<file path="config.mk">
export PLATFORM = sky130hd
export DESIGN_NAME = instr_fetch
export DESIGN_NICKNAME = d
export VERILOG_FILES = /design/src/rtl/cpu_pkg.sv /design/src/rtl/instr_fetch.sv
export SDC_FILE = /design/constraint.sdc
export NUM_CORES = 1
export LEC_CHECK = 0
export CAP_MARGIN = 20
export CORE_UTILIZATION = 46
export CTS_BUF_LIST = sky130_fd_sc_hd__clkbuf_4
export DETAILED_ROUTE_END_ITERATION = 8
export PLACE_DENSITY = 0.81
export SLEW_MARGIN = 20
export SYNTH_ARGS = -nofsm -noshare
export SYNTH_HDL_FRONTEND = slang
export SYNTH_SLANG_ARGS = --single-unit
</file>
<file path="constraint.sdc">
create_clock -name clk -period 2.4 [get_ports clk]
set_input_delay 0.36 -clock clk [delete_from_list [all_inputs] [get_ports clk]]
set_output_delay 0.36 -clock clk [all_outputs]
set_load 0.1 [all_outputs]
</file>
<file path="src/rtl/cpu_pkg.sv">
// ---------------------------------------------------------------------------
// cpu_pkg
// Shared definitions for the 8-bit single-cycle CPU: opcode encodings,
// the instruction length rule used by both the fetch unit and the
// controller, and the fetch FSM state encoding.
// ---------------------------------------------------------------------------
package cpu_pkg;

  localparam logic [3:0] OP_NOP     = 4'd0;
  localparam logic [3:0] OP_ADD     = 4'd1;
  localparam logic [3:0] OP_SUB     = 4'd2;
  localparam logic [3:0] OP_NAND    = 4'd3;
  localparam logic [3:0] OP_SHL     = 4'd4;
  localparam logic [3:0] OP_SHR     = 4'd5;
  localparam logic [3:0] OP_OUT     = 4'd6;
  localparam logic [3:0] OP_IN      = 4'd7;
  localparam logic [3:0] OP_MOV     = 4'd8;
  localparam logic [3:0] OP_BR      = 4'd9;
  localparam logic [3:0] OP_BRZN    = 4'd10;
  localparam logic [3:0] OP_BRSUB   = 4'd11;
  localparam logic [3:0] OP_RET     = 4'd12;
  localparam logic [3:0] OP_LOAD    = 4'd13;
  localparam logic [3:0] OP_STORE   = 4'd14;
  localparam logic [3:0] OP_LOADIMM = 4'd15;

  typedef enum logic [1:0] {
    IDLE    = 2'd0,
    FETCH1  = 2'd1,
    FETCH2  = 2'd2,
    PRESENT = 2'd3
  } fetch_state_t;

  // Instructions carrying an immediate or branch target occupy two bytes;
  // RETURN sits among them numerically but has no operand byte.
  function automatic logic is_two_byte(input logic [3:0] op);
    case (op)
      OP_BR, OP_BRZN, OP_BRSUB, OP_LOAD, OP_STORE, OP_LOADIMM: return 1'b1;
      default:                                                 return 1'b0;
    endcase
  endfunction

endpackage

</file>
<file path="src/rtl/instr_fetch.sv">
// ---------------------------------------------------------------------------
// instr_fetch
// Instruction fetch unit. Reads a byte-wide instruction memory through a
// level req/ack handshake, assembles 1- or 2-byte instructions starting at
// the program counter and hands them to the decoder over valid/ready.
// Branch/return redirects reload the PC and abandon any work in flight.
//
// Ports:
//   clk, rst_n        clock (rising edge), asynchronous active-low reset
//   mem_req/mem_addr  read request (held until ack) and byte address
//   mem_rdata/mem_ack read data and completion (zero-wait allowed)
//   ins_valid/ready   instruction handshake toward the decoder
//   ins_byte1/2,ins_pc assembled instruction and the address of byte1
//   redirect_valid/pc PC reload request and target
// ---------------------------------------------------------------------------
module instr_fetch
  import cpu_pkg::*;
#(
  parameter int                ADDR_W   = 8,
  parameter logic [ADDR_W-1:0] RESET_PC = '0
) (
  input  logic              clk,
  input  logic              rst_n,
  output logic              mem_req,
  output logic [ADDR_W-1:0] mem_addr,
  input  logic [7:0]        mem_rdata,
  input  logic              mem_ack,
  output logic              ins_valid,
  input  logic              ins_ready,
  output logic [7:0]        ins_byte1,
  output logic [7:0]        ins_byte2,
  output logic [ADDR_W-1:0] ins_pc,
  input  logic              redirect_valid,
  input  logic [ADDR_W-1:0] redirect_pc
);

  localparam logic [ADDR_W-1:0] PC_ONE = ADDR_W'(1);

  fetch_state_t      state;
  logic [ADDR_W-1:0] pc;
  logic              req_gap;
  logic              ack_ok;

  // req_gap forces one request-free cycle after a redirect abandons a live
  // request, so the memory sees the old request end before the new one.
  assign mem_req   = ((state == FETCH1) || (state == FETCH2)) && !req_gap;
  assign mem_addr  = pc;
  assign ins_valid = (state == PRESENT);
  assign ack_ok    = mem_req && mem_ack;

  // Redirect outranks everything; a handshake in the same cycle still
  // completes because the decoder has already taken the instruction.
  always_ff @(posedge clk or negedge rst_n) begin
    if (!rst_n) begin
      state     <= IDLE;
      pc        <= RESET_PC;
      ins_byte1 <= 8'h00;
      ins_byte2 <= 8'h00;
      ins_pc    <= RESET_PC;
      req_gap   <= 1'b0;
    end else begin
      req_gap <= 1'b0;
      if (redirect_valid) begin
        pc      <= redirect_pc;
        state   <= FETCH1;
        req_gap <= mem_req;
      end else begin
        case (state)
          IDLE: state <= FETCH1;
          FETCH1: begin
            if (ack_ok) begin
              ins_byte1 <= mem_rdata;
              ins_pc    <= pc;
              pc        <= pc + PC_ONE;
              if (is_two_byte(mem_rdata[7:4])) begin
                state <= FETCH2;
              end else begin
                ins_byte2 <= 8'h00;
                state     <= PRESENT;
              end
            end
          end
          FETCH2: begin
            if (ack_ok) begin
              ins_byte2 <= mem_rdata;
              pc        <= pc + PC_ONE;
              state     <= PRESENT;
            end
          end
          PRESENT: begin
            if (ins_ready) state <= FETCH1;
          end
          default: state <= IDLE;
        endcase
      end
    end
  end

endmodule
</file>
==> results of run 1 <==
## placed cells by master (no fill, tap or decap)
master,Yosys,routed
or4_1,3,3
nand4_1,3,3
o2111ai_1,1,1
mux2_2,17,17
dfrtp_1,35,35
a2111oi_0,1,1
nor2_1,9,8
buf_4,1,37
nor3_1,1,1
and4_2,1,1
nand3_1,4,4
clkinv_1,1,2
xnor2_1,2,2
o211ai_1,2,2
nand3_2,1,1
clkdlybuf4s50_1,0,20
nor4bb_1,1,1
inv_1,5,5
a311o_1,2,2
nor3b_2,1,1
o21ai_0,4,4
o31ai_1,2,2
a31oi_1,2,2
and3_1,1,1
nand2_1,7,7
or3b_4,1,1
buf_12,0,1
clkbuf_4,0,5
mux2i_1,2,2
a2bb2oi_1,1,1
a22o_1,8,8
nor2_2,0,1
clkinv_2,0,1
ha_1,4,4
## metal layers
metal | routed length (µm) | up-vias
li1 | - | 594
met1 | 1490 | 603
met2 | 1580 | 47
met3 | 241 | 5
met4 | 41 | 0
met5 | 0 | -
## stage by stage
| step | instances | hold slack (ps) |
|---|---|---|
| after floorplan | 127 | 64.4 |
| after global placement | 224 | 484 |
| after detailed placement | 224 | 487 |
| after CTS | 231 | 438 |
| after global routing | 231 | 455 |
| final | 231 | 430 |
## final timing paths
check | start | end | slack [ps] | cells after the start
min in group clk | ins_byte2[5]$_DFFE_PN0P_ | ins_byte2[5]$_DFFE_PN0P_ | 520 | 1
worst min-delay path | rst_n | ins_byte1[0]$_DFFE_PN0P_ | 430 | 2
worst max register to register | state[0]$_DFFE_PN0P_ | ins_byte1[5]$_DFFE_PN0P_ | 240 | 6
worst min register to register | ins_byte2[5]$_DFFE_PN0P_ | ins_byte2[5]$_DFFE_PN0P_ | 520 | 1
worst max-delay path | state[0]$_DFFE_PN0P_ | ins_byte1[5]$_DFFE_PN0P_ | 240 | 6
max in group asynchronous | rst_n | ins_byte2[3]$_DFFE_PN0P_ | 1650 | 2
## registers in the layout, summed over array words and instances (netlist names)
signal,cells
state,2
mem_addr,8
ins_byte1,8
req_gap,1
ins_pc,8
ins_byte2,8
## layout make-up
type	instances	share of cell area, %
flip-flops and latches	35	40.8
multi-input cells	81	30.2
repair buffers	58	23.2
well taps	44	2.57
clock buffers	5	1.75
inverters	6	1.05
clock inverters	2	0.408
## cell families after synthesis
logic type,count (synthesis),share of synthesized area [%]
flops,35,55.9
simple gates,33,11.9
compound gates,23,11.4
mux,19,13.5
buf+inv,11,3.03
fa+ha+maj,4,3.19
xor+xnor,2,1.12
## critical path: cells and delay by family, from the launching register on
kind                     cells  cell delay, ps
flip-flops                   1             410
AND/OR/NAND/NOR              2             590
buffers and inverters        2             230
multiplexers                 1             410
adder cells (fa/ha/maj)      1             400
==> impl_metrics.csv, run 1 <==
group,metric,value,unit
synthesis,ys_seq_area_share,55.9,%
timing,grt_setup_unrepaired,"false",
synthesis,yosys.area.top_type,"dfrtp_1",
clocking,clkTransAtPathRegs,100,ps
final_layout,fill_cells,290,
synthesis,yosys_warnings,0,
critical_path,crit_chain,"inv_1, ha_1, nor3b_2, buf_4, nand3_2, mux2_2",
clocking,post_cts_buffers,0,
floorplan,coreArea,3150,µm²
grt,grt_pass1_vias,1231,
critical_path,crit_required,2620,ps
placement,dp_hpwl,2410,µm
synthesis,synthCells,127,
floorplan,dieWidth,60.4,µm
final_layout,multi_input_area,647,µm²
detailed_routing,drc,0,
grt,grtUsageMet2,36.6,%
placement,portBuffers,54,
grt,grtUsageTotal,20.6,%
grt,grt_overflow,0,
final_layout,drive_gt1_share,35.3,%
critical_path,crit_arrival,2380,ps
grt,globalRouteMet1Util,23.8,%
grt,busiest_layer,"met2",
clocking,clk_latency,330,ps
synthesis,netlist_area,1570,µm²
detailed_routing,drt_pre_antenna_iters,4,
clocking,postCtsResizedCells,0,
floorplan,die-area,3650,µm²
grt,met3_usage,4.48,%
final_layout,diodes,0,
synthesis,synth_top_area_share,55.9,%
timing,worst_slack,241,ps
final_layout,nNetsFinal,212,
worst_hold_path,hold_path_class,"in2async",
critical_path,max_stage_delay,410,ps
detailed_routing,wl_per_cell,14.5,µm
floorplan,ios,55,
final_layout,syn_to_final_growth,36.8,%
detailed_routing,vias,1249,
synthesis,yosys_register_bits,35,
critical_path,worstPathMaxFanout,16,
timing,fin_crit_sh,90.0,%
detailed_routing,avgViaCountPerCell,5.41,
timing,finalSetupViolations,0,
timing,hold_viol,0,
synthesis,ys_types,32,
final_layout,post-route-util,68.0,%
critical_path,cp-start-kind,"register",
critical_path,crit_path_end_kind,"register",
critical_path,crit_slowest_cell,"dfrtp_1",
clocking,cts_tree,"built",
clocking,root_buffer,"clkbuf_4",
grt,grt_pass1_wl,5440,µm
run_status,status,"completed",
synthesis,synthesis.nets,152,
clocking,cts_made_buffers,5,
timing,clock.fmax,463,MHz
critical_path,worstSetupPathType,"reg2reg",
synthesis,ys_top_cells_by_area,"dfrtp_1 (56%), mux2_2 (12%), a22o_1 (4.5%)",
synthesis,yosysMostFrequentCell,"dfrtp_1",
placement,place_area,2100,µm²
detailed_routing,routed_wl,3350,µm
grt,grt_max_degree,36,
timing,tns,0,ps
final_layout,register_area,876,µm²
floorplan,initial_core_util,49.7,%
synthesis,syn_avg_cell_area,12.3,µm²
timing,period_needed,2160,ps
detailed_routing,drt_iter0_drc,45,
floorplan,row_count,20,
synthesis,ys_async_sr_fraction,100,%
synthesis,synth_commonest_cells,"dfrtp_1 (35), mux2_2 (17), nor2_1 (9)",
placement,place_ws,237,ps
run,maxCapViolCount,0,
synthesis,synth_edf_count,0,
timing,skew,4.00,ps
detailed_routing,ant_nets,0,
timing,max-slew-margin-rel,54.4,%
clocking,htree_levels,2,
floorplan,dieHeight,60.4,µm
clocking,cts-hold-fix-buffers,0,
clocking,clockBufferDepth,2,
timing,worst_pin_slew,684,ps
final_layout,fin_area,2140,µm²
timing,slew_violations,0,
placement,gp_congestion,0.721,
grt,antenna_found_initial,0,
clocking,cts_sinks,35,
synthesis,ys.flop_type,"dfrtp_1",
Power of run 1 is not shown: default switching activity piles up to over one toggle a cycle in this logic, so the estimate is an artifact.
==> run 2, diff against run 1 <==
- CORE_UTILIZATION: 46 -> 55
- DONT_BUFFER_PORTS: unset -> 1
- PLACE_DENSITY: 0.81 -> 0.7
==> impl_metrics.csv, run 2 (synthesis gave the netlist of run 1 again) <==
group,metric,value,unit
run_status,status,"completed",
timing,max-slew-margin-rel,39.5,%
final_layout,final_common_cell,"dfrtp_1",
final_layout,diodes,0,
floorplan,ios,55,
grt,grt_overflow,0,
detailed_routing,topRoutingLayerUsed,"met4",
critical_path,cp-start-kind,"register",
timing,tns,0,ps
timing,worst_pin_slew,908,ps
grt,grt_pass1_wl,5240,µm
detailed_routing,wl_per_cell,17.8,µm
detailed_routing,ant_nets,0,
detailed_routing,wl_met1,1350,µm
clocking,cts_made_buffers,5,
floorplan,initial_core_util,60.5,%
clocking,clkTransAtPathRegs,100,ps
clocking,clockBufferDepth,2,
timing,skew,2.60,ps
critical_path,r2r_end,"state[1]$_DFFE_PN0P_",
detailed_routing,routed_wl,3080,µm
grt,antenna_found_initial,0,
worst_hold_path,hp-start,"redirect_valid",
final_layout,drive_gt1_share,30.1,%
critical_path,worstSetupPathType,"reg2reg",
floorplan,row_count,18,
floorplan,dieWidth,55.4,µm
detailed_routing,drt_pre_antenna_iters,4,
worst_hold_path,hold_path_class,"in2reg",
timing,period_needed,2230,ps
worst_hold_path,min_path_cells,1,
placement,portBuffers,0,
final_layout,syn_to_final_growth,12.4,%
critical_path,r2r-start,"state[0]$_DFFE_PN0P_",
final_layout,post-route-util,68.0,%
critical_path,crit_arrival,2460,ps
timing,worst_slack,169,ps
timing,fin_crit_sh,93.0,%
critical_path,ff2ff_setup_slack,170,ps
grt,grt_max_degree,36,
final_layout,nNetsFinal,167,
detailed_routing,avgViaCountPerCell,6.16,
clocking,clk_latency,330,ps
detailed_routing,drc,0,
critical_path,crit_path_end_kind,"register",
detailed_routing,met2_length,1510,µm
placement,dp_hpwl,2140,µm
timing,finalSetupViolations,0,
detailed_routing,drt_iter0_drc,34,
critical_path,worstPathMaxFanout,7,
clocking,cts_sinks,35,
placement,place_area,1670,µm²
clocking,htree_levels,2,
placement,gp_congestion,0.715,
detailed_routing,wl_met3,198,µm
final_layout,fill_cells,203,
critical_path,crit_required,2630,ps
timing,slew_violations,0,
timing,grt_setup_unrepaired,"false",
clocking,root_buffer,"clkbuf_4",
grt,grtUsageTotal,22.3,%
floorplan,coreArea,2590,µm²
clocking,post_cts_buffers,0,
floorplan,dieHeight,55.4,µm
grt,grt_pass1_vias,1109,
worst_hold_path,worstHoldEndpoint,"mem_addr[2]$_DFFE_PN0P_",
timing,hold_viol,0,
detailed_routing,vias,1066,
floorplan,die-area,3070,µm²
critical_path,ff2ff_path_depth,5,
placement,place_ws,93.0,ps
final_layout,fin_area,1760,µm²
clocking,cts_tree,"built",
timing,clock.fmax,448,MHz
run,maxCapViolCount,0,
final_layout,layout_common_cells,"dfrtp_1 (35), mux2_2 (17), buf_4 (11)",
## run 2: worst max-delay path: stages, from the launching register on
cell       delay (ps)
dfrtp_1           430
inv_1              60
ha_1              400
nor3b_2           540
a2bb2oi_1         340
mux2_2            360
## run 2: what timing repair did
item,in CTS,in global routing
hold buffers,2,0
resized for setup,0,2
setup endpoints to repair,0,16
hold endpoints to repair,35,0
## run 2: per-layer routing
metal / track usage [%] / vias to the layer above
met5: 0 / -
li1: - / 497
met4: 8.21 / 0
met3: 9.60 / 4
met1: 26.1 / 525
met2: 36.1 / 40
## run 2: worst max path at each step
stage	start	endpoint	cells past startpoint
2_1_floorplan	mem_addr[0]$_DFFE_PN0P_	mem_addr[6]$_DFFE_PN0P_	4
3_3_place_gp	state[0]$_DFFE_PN0P_	ins_byte1[7]$_DFFE_PN0P_	5
3_5_place_dp	state[0]$_DFFE_PN0P_	ins_pc[5]$_DFFE_PN0P_	5
4_1_cts	state[0]$_DFFE_PN0P_	ins_pc[7]$_DFFE_PN0P_	5
5_1_grt	state[0]$_DFFE_PN0P_	ins_pc[5]$_DFFE_PN0P_	5
6_report	state[0]$_DFFE_PN0P_	state[1]$_DFFE_PN0P_	5
## run 2: through the flow
step | hold WS [ps] | instances
after floorplan | 64.4 | 127
after global placement | 65.0 | 163
after detailed placement | 65.0 | 163
after CTS | 113 | 173
after global routing | 120 | 173
final | 128 | 173
## run 2: final cells by class
| type | instances | area [µm²] | area share [%] |
|---|---|---|---|
| Clock buffer | 5 | 37.5 | 2.13 |
| Timing Repair Buffer | 13 | 113 | 6.39 |
| Tap cell | 30 | 37.5 | 2.13 |
| Sequential cell | 35 | 876 | 49.7 |
| Multi-Input combinational cell | 81 | 661 | 37.5 |
| Clock inverter | 3 | 15.0 | 0.852 |
| Inverter | 6 | 22.5 | 1.28 |
Power of run 2 is left out for the same reason.
==> run 3, diff against run 2 <==
--- a/config.mk
+++ b/config.mk
@@ -8,2 +8,3 @@
 export CAP_MARGIN = 20
+export CORE_MARGIN = 4
 export CORE_UTILIZATION = 55
--- a/constraint.sdc
+++ b/constraint.sdc
@@ -3,2 +3,2 @@
 set_output_delay 0.36 -clock clk [all_outputs]
-set_load 0.1 [all_outputs]
+set_load 0.05 [all_outputs]
==> impl_metrics.csv, run 3 (synthesis gave the netlist of run 1 again) <==
group,metric,value,unit
critical_path,worstPathMaxFanout,7,
detailed_routing,avgViaCountPerCell,6.30,
grt,grt_overflow,0,
placement,place_ws,291,ps
timing,hold_viol,0,
final_layout,layout_common_cells,"dfrtp_1 (35), mux2_2 (17), nor2_1 (9)",
clocking,clk_latency,340,ps
critical_path,worstSetupPathType,"reg2reg",
timing,skew,13.5,ps
timing,max-slew-margin-rel,56.7,%
placement,gp_congestion,0.857,
worst_hold_path,hold_path_class,"in2reg",
timing,fin_crit_sh,88.3,%
detailed_routing,wl_per_cell,18.4,µm
grt,grtUsageTotal,17.4,%
power,total_power,2.62,mW
detailed_routing,routed_wl,3100,µm
final_layout,final_common_cell,"dfrtp_1",
detailed_routing,drt_pre_antenna_iters,6,
grt,grt_max_degree,36,
final_layout,drive_gt1_share,25.5,%
power,ir_drop,1.15,mV
grt,grt_pass1_wl,4660,µm
power,leakage,0.774,nW
placement,dp_hpwl,2250,µm
detailed_routing,ant_nets,0,
final_layout,diodes,0,
timing,slew_violations,0,
clocking,cts_made_buffers,5,
timing,worst_slack,281,ps
floorplan,initial_core_util,57.3,%
floorplan,die-area,3770,µm²
critical_path,cp-start-kind,"register",
clocking,postCtsResizedCells,0,
floorplan,dieWidth,61.4,µm
clocking,clockBufferDepth,2,
run_status,status,"completed",
grt,grt_pass1_vias,1053,
clocking,root_buffer,"clkbuf_4",
critical_path,crit_required,2640,ps
clocking,clkTransAtPathRegs,110,ps
timing,worst_pin_slew,650,ps
clocking,cts_sinks,35,
timing,grt_setup_unrepaired,"false",
timing,tns,0,ps
floorplan,coreArea,2730,µm²
critical_path,crit_arrival,2360,ps
floorplan,dieHeight,61.4,µm
detailed_routing,drt_iter0_drc,39,
clocking,htree_levels,2,
grt,antenna_found_initial,0,
final_layout,syn_to_final_growth,9.66,%
run,maxCapViolCount,0,
timing,finalSetupViolations,0,
final_layout,fill_cells,220,
clocking,cts_tree,"built",
detailed_routing,drc,0,
floorplan,row_count,19,
critical_path,crit_path_end_kind,"register",
timing,finalHoldWorstSlack,120,ps
timing,period_needed,2120,ps
placement,portBuffers,0,
timing,clock.fmax,472,MHz
floorplan,ios,55,
detailed_routing,vias,1059,
final_layout,nNetsFinal,161,
power,p_per_area,1530,nW/µm²
[run 3: cell types whose count changed in the layout (fill, tap and decap cells not counted), sizes merged]
cell	previous run	this run
buf	12	6
clkbuf	5	6
clkinv	4	2
clkinvlp	0	1
[run 3: per-stage QoR]
stage          cells  area (µm²)  util (%)
6_report         168        1720      62.9
5_1_grt          168        1720      62.9
4_1_cts          168        1720      62.9
3_5_place_dp     158        1630      59.7
3_3_place_gp     158        1630      59.7
2_1_floorplan    127        1570         -
[run 3: area by class of cell]
| class | count | area [µm²] | area share (%) |
|---|---|---|---|
| flip-flops and latches | 35 | 876 | 50.9 |
| multi-input cells | 81 | 644 | 37.5 |
| repair buffers | 7 | 80.1 | 4.66 |
| clock buffers | 6 | 45.0 | 2.62 |
| clock inverters | 2 | 12.5 | 0.728 |
| inverters | 6 | 22.5 | 1.31 |
| well taps | 31 | 38.8 | 2.26 |
[run 3: final timing paths]
kind	depth (start not counted)	endpoint	slack, ps	start
worst max-delay path	6	state[1]$_DFFE_PN0P_	280	state[0]$_DFFE_PN0P_
worst min-delay path	1	mem_addr[0]$_DFFE_PN0P_	120	redirect_valid
worst max register to register	6	state[1]$_DFFE_PN0P_	280	state[0]$_DFFE_PN0P_
worst min register to register	1	req_gap$_DFF_PN0_	540	req_gap$_DFF_PN0_
max in group asynchronous	2	ins_pc[3]$_DFFE_PN0P_	1730	rst_n
min in group asynchronous	2	req_gap$_DFF_PN0_	490	rst_n
[run 3: power by group]
group	internal (mW)	total (mW)	switching (mW)
Clock	0.124	0.316	0.192
Combinational	0.353	0.729	0.376
Sequential	0.781	1.58	0.797
[run 3: layer usage]
metal  part of all wire (%)  global-route usage, %
met1                     40                   19.3
met2                     50                   27.9
met3                    8.7                   9.01
met4                    1.5                   7.58
met5                      0                      0
[run 3: worst max-delay path: stages, from the launching register on]
cell and delay [ps]:
dfrtp_1 410, inv_1 60, ha_1 380, nor3b_2 320
buf_4 190, a2bb2oi_1 270, mux2_2 370
[run 3: what timing repair did]
action | CTS | global route
endpoints found under the setup margin | 0 | 0
endpoints found under the hold margin | 35 | 0
buffers inserted | 0 | 0
hold buffers | 2 | 0
Note: power is estimated with default switching activity, not from simulation.
